**config.mk**
```make
export PLATFORM = sky130hd
export DESIGN_NAME = logic_op_sweeper_flat
export DESIGN_NICKNAME = d
export VERILOG_FILES = /design/src/rtl/logic_op_sweeper_pkg.sv /design/src/rtl/logic_op_sweeper_if.sv /design/src/rtl/logic_op_sweeper_eval.sv /design/src/rtl/logic_op_sweeper.sv /design/src/flat_wrapper.sv
export SDC_FILE = /design/constraint.sdc
export NUM_CORES = 1
export LEC_CHECK = 0
export ABC_CLOCK_PERIOD_IN_PS = 3800
export CAP_MARGIN = 15
export CORE_ASPECT_RATIO = 0.8
export CORE_UTILIZATION = 50
export DETAILED_ROUTE_END_ITERATION = 8
export PLACE_DENSITY = 0.79
export REMOVE_ABC_BUFFERS = 1
export SLEW_MARGIN = 30
export SYNTH_ARGS = -nofsm -noshare
export SYNTH_HDL_FRONTEND = slang
export SYNTH_SLANG_ARGS = --single-unit
```
**constraint.sdc**
```tcl
create_clock -name clk -period 3.8 [get_ports clk]
set_input_delay 0.76 -clock clk [delete_from_list [all_inputs] [get_ports clk]]
set_output_delay 0.76 -clock clk [all_outputs]
set_load 0.005 [all_outputs]
```
**src/rtl/logic_op_sweeper_pkg.sv**
```systemverilog
// Shared definitions for the logic-function sweeper: op encoding, FSM states
// and the single-bit function used by the per-bit evaluator.
package logic_op_pkg;

  localparam logic [2:0] OP_AND    = 3'd0;
  localparam logic [2:0] OP_OR     = 3'd1;
  localparam logic [2:0] OP_NAND   = 3'd2;
  localparam logic [2:0] OP_NOR    = 3'd3;
  localparam logic [2:0] OP_XOR    = 3'd4;
  localparam logic [2:0] OP_XNOR   = 3'd5;
  localparam logic [2:0] OP_NIMP_B = 3'd6;  // a | ~b
  localparam logic [2:0] OP_NIMP_A = 3'd7;  // ~a | b

  typedef enum logic [1:0] {
    ST_IDLE = 2'd0,
    ST_RUN  = 2'd1,
    ST_DONE = 2'd2
  } state_e;

  function automatic logic bit_op(input logic [2:0] op, input logic a, input logic b);
    logic r;
    case (op)
      OP_AND:    r = a & b;
      OP_OR:     r = a | b;
      OP_NAND:   r = ~(a & b);
      OP_NOR:    r = ~(a | b);
      OP_XOR:    r = a ^ b;
      OP_XNOR:   r = ~(a ^ b);
      OP_NIMP_B: r = a | ~b;
      OP_NIMP_A: r = ~a | b;
      default:   r = 1'b0;
    endcase
    return r;
  endfunction

endpackage

```
**src/rtl/logic_op_sweeper_if.sv**
```systemverilog
// Control and row-stream bundle of the sweeper; master is the sweeper side,
// slave is the controller/consumer side.
interface logic_op_sweeper_if #(
  parameter int WIDTH = 2
);
  localparam int CNT_W = 2 * WIDTH + 4;

  logic             start;
  logic [2:0]       op;
  logic             out_ready;
  logic             out_valid;
  logic [WIDTH-1:0] out_a;
  logic [WIDTH-1:0] out_b;
  logic [WIDTH-1:0] out_s;
  logic             busy;
  logic             done;
  logic [CNT_W-1:0] ones_count;

  modport master (
    input  start, op, out_ready,
    output out_valid, out_a, out_b, out_s, busy, done, ones_count
  );

  modport slave (
    output start, op, out_ready,
    input  out_valid, out_a, out_b, out_s, busy, done, ones_count
  );
endinterface

```
**src/rtl/logic_op_sweeper_eval.sv**
```systemverilog
// Purely combinational bitwise evaluation of the selected two-input function.
module logic_op_eval
  import logic_op_pkg::*;
#(
  parameter int WIDTH = 2
) (
  output logic [WIDTH-1:0] s,
  input  logic [2:0]       op,
  input  logic [WIDTH-1:0] a,
  input  logic [WIDTH-1:0] b
);

  for (genvar gi = 0; gi < WIDTH; gi++) begin : g_bit
    assign s[gi] = bit_op(op, a[gi], b[gi]);
  end

endmodule

```
**src/rtl/logic_op_sweeper.sv**
```systemverilog
// Sweeps all {a,b} operand pairs in ascending order, streams (a, b, f(a,b))
// rows with valid/ready and totals the 1 bits of every accepted result.
module logic_op_sweeper
  import logic_op_pkg::*;
#(
  parameter int WIDTH = 2,
  parameter int CNT_W = 2 * WIDTH + 4
) (
  input logic                 clk,
  input logic                 reset,
  logic_op_sweeper_if.master  bus
);

  state_e           state_reg, state_next;
  logic [WIDTH-1:0] a_reg, b_reg;
  logic [2:0]       op_reg;
  logic [CNT_W-1:0] count_reg;
  logic [WIDTH-1:0] s_w;
  logic             last_row;
  logic             accept;

  function automatic logic [CNT_W-1:0] popcount(input logic [WIDTH-1:0] v);
    logic [CNT_W-1:0] n;
    n = '0;
    for (int i = 0; i < WIDTH; i++) n = n + CNT_W'(v[i]);
    return n;
  endfunction

  logic_op_eval #(.WIDTH(WIDTH)) u_eval (
    .s  (s_w),
    .op (op_reg),
    .a  (a_reg),
    .b  (b_reg)
  );

  assign last_row = (&a_reg) & (&b_reg);
  assign accept   = (state_reg == ST_RUN) && bus.out_ready;

  always_ff @(posedge clk) begin
    if (reset) state_reg <= ST_IDLE;
    else       state_reg <= state_next;
  end

  always_comb begin
    state_next = state_reg;
    case (state_reg)
      ST_IDLE: if (bus.start) state_next = ST_RUN;
      ST_RUN:  if (accept && last_row) state_next = ST_DONE;
      ST_DONE: state_next = ST_IDLE;
      default: state_next = ST_IDLE;
    endcase
  end

  always_comb begin
    bus.out_valid = 1'b0;
    bus.busy      = 1'b0;
    bus.done      = 1'b0;
    case (state_reg)
      ST_RUN: begin
        bus.out_valid = 1'b1;
        bus.busy      = 1'b1;
      end
      ST_DONE: bus.done = 1'b1;
      default: ;
    endcase
  end

  // Operands advance only on a handshake, so backpressure freezes the row.
  always_ff @(posedge clk) begin
    if (reset) begin
      a_reg     <= '0;
      b_reg     <= '0;
      op_reg    <= OP_AND;
      count_reg <= '0;
    end else begin
      if (state_reg == ST_IDLE && bus.start) begin
        op_reg    <= bus.op;
        a_reg     <= '0;
        b_reg     <= '0;
        count_reg <= '0;
      end else if (accept) begin
        count_reg <= count_reg + popcount(s_w);
        if (!last_row) {a_reg, b_reg} <= {a_reg, b_reg} + (2 * WIDTH)'(1);
      end
    end
  end

  assign bus.out_a      = a_reg;
  assign bus.out_b      = b_reg;
  assign bus.out_s      = s_w;
  assign bus.ones_count = count_reg;

endmodule

```
**src/flat_wrapper.sv**
```systemverilog
// flat-port wrapper written by rule: the top's interface ports become plain ports
module logic_op_sweeper_flat import logic_op_pkg::*;
#(
  parameter int WIDTH = 2,
  parameter int CNT_W = 2 * WIDTH + 4
)
  (clk, reset, bus_start, bus_op, bus_out_ready, bus_out_valid, bus_out_a, bus_out_b, bus_out_s, bus_busy, bus_done, bus_ones_count);
  logic_op_sweeper_if #(.WIDTH(WIDTH)) bus_i ();
  input logic clk;
  input logic reset;
  input wire logic [$bits(bus_i.start)-1:0] bus_start;
  input wire logic [$bits(bus_i.op)-1:0] bus_op;
  input wire logic [$bits(bus_i.out_ready)-1:0] bus_out_ready;
  output wire logic [$bits(bus_i.out_valid)-1:0] bus_out_valid;
  output wire logic [$bits(bus_i.out_a)-1:0] bus_out_a;
  output wire logic [$bits(bus_i.out_b)-1:0] bus_out_b;
  output wire logic [$bits(bus_i.out_s)-1:0] bus_out_s;
  output wire logic [$bits(bus_i.busy)-1:0] bus_busy;
  output wire logic [$bits(bus_i.done)-1:0] bus_done;
  output wire logic [$bits(bus_i.ones_count)-1:0] bus_ones_count;
  assign bus_i.start = bus_start;
  assign bus_i.op = bus_op;
  assign bus_i.out_ready = bus_out_ready;
  assign bus_out_valid = bus_i.out_valid;
  assign bus_out_a = bus_i.out_a;
  assign bus_out_b = bus_i.out_b;
  assign bus_out_s = bus_i.out_s;
  assign bus_busy = bus_i.busy;
  assign bus_done = bus_i.done;
  assign bus_ones_count = bus_i.ones_count;
  logic_op_sweeper #(.WIDTH(WIDTH), .CNT_W(CNT_W)) u_core (.clk(clk), .reset(reset), .bus(bus_i));
endmodule
```
Word-level counts from Yosys, hierarchy flattened
Cells that the tools add are included.

Reductions and logical operators: 10. Div/mod/pow operators: 0. Order comparisons: 0. $mul: 0. Multiplexer cells: 7. Equality and inequality tests: 11. Add/subtract/negate cells: 3. Shift operators: 0. Bitwise gates (word level): 22.

Operator list (count): $pmux W1 S8 (2); $eq A3 B3 Y1 const B (4); $not A1 Y1 (11); $add A8 B8 Y8 (1); $reduce_and A2 Y1 (4); $eq A3 B2 Y1 const B (2); $or A1 B1 Y1 (6); $add A4 B1 Y4 const B (1); $mux W2 (2); $ne A2 B2 Y1 const B (2); $pmux W2 S2 (1); $and A1 B1 Y1 (3); $eq A3 B1 Y1 const B (1); $logic_and A1 B1 Y1 (3); $logic_not A3 Y1 (1); $add A1 B1 Y2 (1); $eq A2 B1 Y1 const B (1); $eq A2 B2 Y1 const B (1); $logic_not A2 Y1 (1); $mux W1 (2); $reduce_or A2 Y1 (1); $xor A1 B1 Y1 (2).

Register bits: 17. Input bits: 7. Memory bits (writable): 0. Bits in latches: 0. Output and inout port bits: 17. Memory bits (read-only): 0. Memories: 0.

Depth between registers and ports, before layout
Depth in word-level cells: 5. Depth in mapped cells: 13. Gate-level depth less buffers: 13.

Modules after synthesis
Synthesis repeated with hierarchy kept, for this count alone.

Cells, all modules: 123. Area, all modules: 1088.5 µm².

Modules (own cells, without submodules): logic_op_sweeper (cells an instance 88, seq. area each 340.3 µm², area each 785.8 µm², times used 1); logic_op_eval (cells an instance 35, seq. area each 0.0 µm², area each 302.8 µm², times used 1).

Worst setup path before layout
OpenSTA, ideal clock, no wires.

Kind: register -> register. Start: register u_core.b_reg[0], in the netlist u_core.bus.out_b[0]. End: register u_core.count_reg[6], in the netlist u_core.bus.ones_count[6]. Arrival: 2.644 ns. Cell stages (with the launch flop): 14. Path slack: 1.042 ns. Path buffers: 0. Path through: dfxtp_1 > inv_1 > ha_1 > nor3b_1 > a21oi_1 > o311a_1 > a2bb2oi_1 > ha_1 > ha_1 > fa_1 > and3_1 > nand4_1 > xor2_1 > nor2_1.

Word-level cells in the longest chain between the ends: 5.

RTL lines: from (decl) (line logic_op_sweeper.sv:15) `logic [WIDTH-1:0] a_reg, b_reg;`; from (signal assigned) (line logic_op_sweeper.sv:83) `if (!last_row) {a_reg, b_reg} <= {a_reg, b_reg} + (2 * WIDTH)'(1);`; $not A1 Y1 (tied with other cells) (line logic_op_sweeper_pkg.sv:29) `OP_NIMP_B: r = a | ~b;`; $or A1 B1 Y1 (tied with other cells) (line logic_op_sweeper_pkg.sv:29); $pmux W1 S8 * (line logic_op_sweeper_pkg.sv:22) `case (op)`; named net bus_out_s[0] (line flat_wrapper.sv:17) `output wire logic [$bits(bus_i.out_s)-1:0] bus_out_s;`; $add A1 B1 Y2 * (line logic_op_sweeper.sv:25) `for (int i = 0; i < WIDTH; i++) n = n + CNT_W'(v[i]);`; $add A8 B8 Y8 * (line logic_op_sweeper.sv:82) `count_reg <= count_reg + popcount(s_w);`; to (signal assigned) (line logic_op_sweeper.sv:82); to (decl) (line logic_op_sweeper.sv:17) `logic [CNT_W-1:0] count_reg;`.

The timed path passes the listed nets; every way through them passes the cells marked *. A chain may end at the register's enable or synchronous reset.

Worst setup path in the final report
Start: register u_core.a_reg[0], in the netlist u_core.bus.out_a[0]. End: output port bus_out_s[0].

Word-level cells in the longest chain between the ends: 3.

RTL lines: from (decl) (line logic_op_sweeper.sv:15); from (signal assigned) (line logic_op_sweeper.sv:83); $not A1 Y1 (tied with other cells) (line logic_op_sweeper_pkg.sv:30) `OP_NIMP_A: r = ~a | b;`; $or A1 B1 Y1 (tied with other cells) (line logic_op_sweeper_pkg.sv:30); $pmux W1 S8 * (line logic_op_sweeper_pkg.sv:22); to (decl) (line flat_wrapper.sv:17).

Mark *: on every way between the ends. The rest lies on a longest branch, timed or not.

==> results.sh <==
export IMPL_status="completed"
export IMPL_finalWeightedCongestion=0.8078
export IMPL_cts_tree="yes"
export IMPL_final_net_count=166
export IMPL_finClkSkew_ns=0.002114
export IMPL_syn_cell_area_um2=1120
export IMPL_layout_min_cycle_time_ns=3.136
export IMPL_timing_final_max_slew_violations=0
export IMPL_reg2reg_from="u_core.bus.out_a[1]"
export IMPL_synth_top_area_share_pct=30.39
export IMPL_leakage_uw=0.0005501
export IMPL_place_area_um2=1344
export IMPL_grt_pass1_wl_mm=3.788
export IMPL_synth_simple_area_share_pct=26.37
export IMPL_grt_remaining_overflow=0
export IMPL_fp_dieArea_um2=2434
export IMPL_synth_compound_area_share_pct=11.62
export IMPL_grt_pass1_vias=901
export IMPL_worst_slew_pin_slew_ns=0.5504
export IMPL_peakVddDrop_v=0.0002429
export IMPL_post_drt_wl_per_cell_um=13.44
export IMPL_grt_max_degree=14
export IMPL_yosys_cell_count_top_type="dfxtp_1"
export IMPL_worst_ep_arrival_time_ns=2.38
export IMPL_die_h_um=44.33
export IMPL_clock_sinks=17
export IMPL_min_from="u_core.bus.ones_count[0]"
export IMPL_cp_required_ns=3.04
export IMPL_cts_resized=0
export IMPL_syn_area_per_cell_um2=9.031
export IMPL_fin_area_um2=1374
export IMPL_drcViolationCount=0
export IMPL_ios=24
export IMPL_num_vias=929
export IMPL_fin_tns_setup_ns=0
export IMPL_dieWidth_um=54.91
export IMPL_largest_reg_flops=8
export IMPL_drtAntennaViolNets=0
export IMPL_seqPwrFrac_pct=53.6
export IMPL_synth_xor_area_share_pct=7.039
export IMPL_port_buffers=23
export IMPL_drt_iter0_drc=13
export IMPL_wl_mm=2.272
export IMPL_power_density_nw_per_um2=260.3
export IMPL_yosysWarnings=0
export IMPL_fmax_mhz=318.9
export IMPL_initial_core_util_pct=56.08
export IMPL_worst_setup_path_end_kind="primary output"
export IMPL_areaGrowthSynthToFinish_pct=22.68
export IMPL_cts_buffers=3
export IMPL_rsz0062_at_grt="false"
export IMPL_cts_max_level=1
export IMPL_ys_ff_latch=17
export IMPL_crit_type="register to primary output"
export IMPL_core_um2=1997
export IMPL_fillerInstances=163
export IMPL_synthTopCellsByArea="dfxtp_1 30%, ha_1 13%, xnor2_1 5.5%, nand2_1 4.7%, mux2i_1 4.5%"
export IMPL_cts_root_buf="clkbuf_4"
export IMPL_finalHoldViolations=0
export IMPL_switchingPower_uw=100.1
export IMPL_clk_pin_slew_ns=0.11
export IMPL_synth_distinct_cells=33
export IMPL_synth_common_cells="17 x dfxtp_1, 14 x nand2_1, 12 x ha_1, 10 x nor2_1"
export IMPL_muxShareOfSynthArea_pct=4.469
export IMPL_clock_latency_ns=0.30
export IMPL_dpl_hpwl_mm=1.755
export IMPL_crit_path_start="u_core.bus.out_a[0]"
export IMPL_p_int_uw=257.5
export IMPL_cts_path_max_buffers=2
export IMPL_synth_top_family_by_area="simple AND/OR/NAND/NOR gates"
export IMPL_hold_path_class="register to register"
export IMPL_synth_ff_type="dfxtp_1"
export IMPL_clkPwrFrac_pct=28.9
export IMPL_comb_power_share_pct=17.5
export IMPL_synth_cells=124
export IMPL_antenna_found_initial=0
export IMPL_startpoint_type="register"
export IMPL_synth_top_cell_by_area="dfxtp_1"
export IMPL_crit_fanout=8
export IMPL_yosysSeqAreaShare_pct=30.39
export IMPL_post_cts_setup_buffers=0
export IMPL_viasPerCell=5.497
export IMPL_fin_crit_sh_pct=82.52
export IMPL_diodes=0
export IMPL_postSynth_asyncResetShare_pct=0
export IMPL_firstDrtPassIters=5
export IMPL_gr_usage_all_layers_pct=21.76
export IMPL_fp_row_count=14
export IMPL_setup_viol=0
export IMPL_drive_above_1_share_pct=6.897
export IMPL_maxCapViolCount=0
export IMPL_synth_fa_ha_area_share_pct=15.20
export IMPL_sw_frac_of_total_pct=27.99
export IMPL_slew_limit_headroom_pct=63.31
export IMPL_synth_edf_count=0
export IMPL_cts_hold_buffers=0
metal layers:
metal  track usage, %  vias up  wire, um
met5                0        -         0
met4            4.500        0        13
met2            37.59       23      1055
li1                 -      471         -
met3            6.529        2       109
met1            26.48      433      1093
cell usage in the layout (no fill, tap or decap), types with 3 or more instances in the layout:
cell | netlist | layout
nand2_1 | 14 | 14
xnor2_1 | 7 | 7
o21ai_0 | 3 | 3
a21oi_1 | 7 | 7
nor3b_1 | 3 | 3
nor3_1 | 5 | 5
nor2_1 | 10 | 10
inv_1 | 5 | 5
mux2i_1 | 5 | 5
clkdlybuf4s50_1 | 0 | 23
ha_1 | 12 | 12
clkbuf_4 | 0 | 3
dfxtp_1 | 17 | 17
logic make-up (layout without fill, tap and decap cells):
logic type | after synthesis | after routing
compound gates | 20 | 20
buf+inv | 11 | 32
fa+ha+maj | 13 | 13
mux | 5 | 5
xor+xnor | 9 | 9
simple gates | 49 | 49
flops | 17 | 17
final timing paths:
kind	end	slack, ns	cells after the start
worst max register to register	u_core.bus.ones_count[6]	0.78	13
worst max-delay path	bus_out_s[0]	0.66	7
worst min register to register	u_core.bus.ones_count[0]	0.50	2
worst min-delay path	u_core.bus.ones_count[0]	0.50	2
cell type report:
type	count	area, um2	share of cell area, %
inverters	5	18.77	1.366
multi-input cells	96	724.4	52.73
flip-flops and latches	17	340.3	24.77
repair buffers	23	230.2	16.76
clock inverters	1	7.507	0.5464
well taps	24	30.03	2.186
clock buffers	3	22.52	1.639
worst max-delay path: stages, from the launching register on:
cell	delay, ns
dfxtp_1	0.49
inv_1	0.12
ha_1	0.30
nor3b_1	0.20
a21oi_1	0.07
o311a_1	0.14
a2bb2oi_1	0.21
clkdlybuf4s50_1	0.55
metrics by stage:
stage,cells,hold slack [ns],setup WS [ns],total power (uW),util [%]
floorplan,118,0.4694,1.015,230.3,-
global placement,165,0.4742,0.8635,255.8,67.29
detailed placement,165,0.4880,0.7896,258.2,67.29
CTS,169,0.5027,0.6533,358.4,68.80
global route,169,0.5389,0.5195,373.3,68.80
finish,169,0.5038,0.6643,357.6,68.80
power groups by stage:
stage | sequential [uW] | clock, uW | combinational, uW
final | 192 | 103 | 62.6
after global routing | 193 | 110 | 70.2
after CTS | 192 | 104 | 62.8
after detailed placement | 196 | 0 | 62.5
after global placement | 195 | 0 | 60.6
after floorplan | 193 | 0 | 36.9
Note: power is estimated with default switching activity, not from simulation.
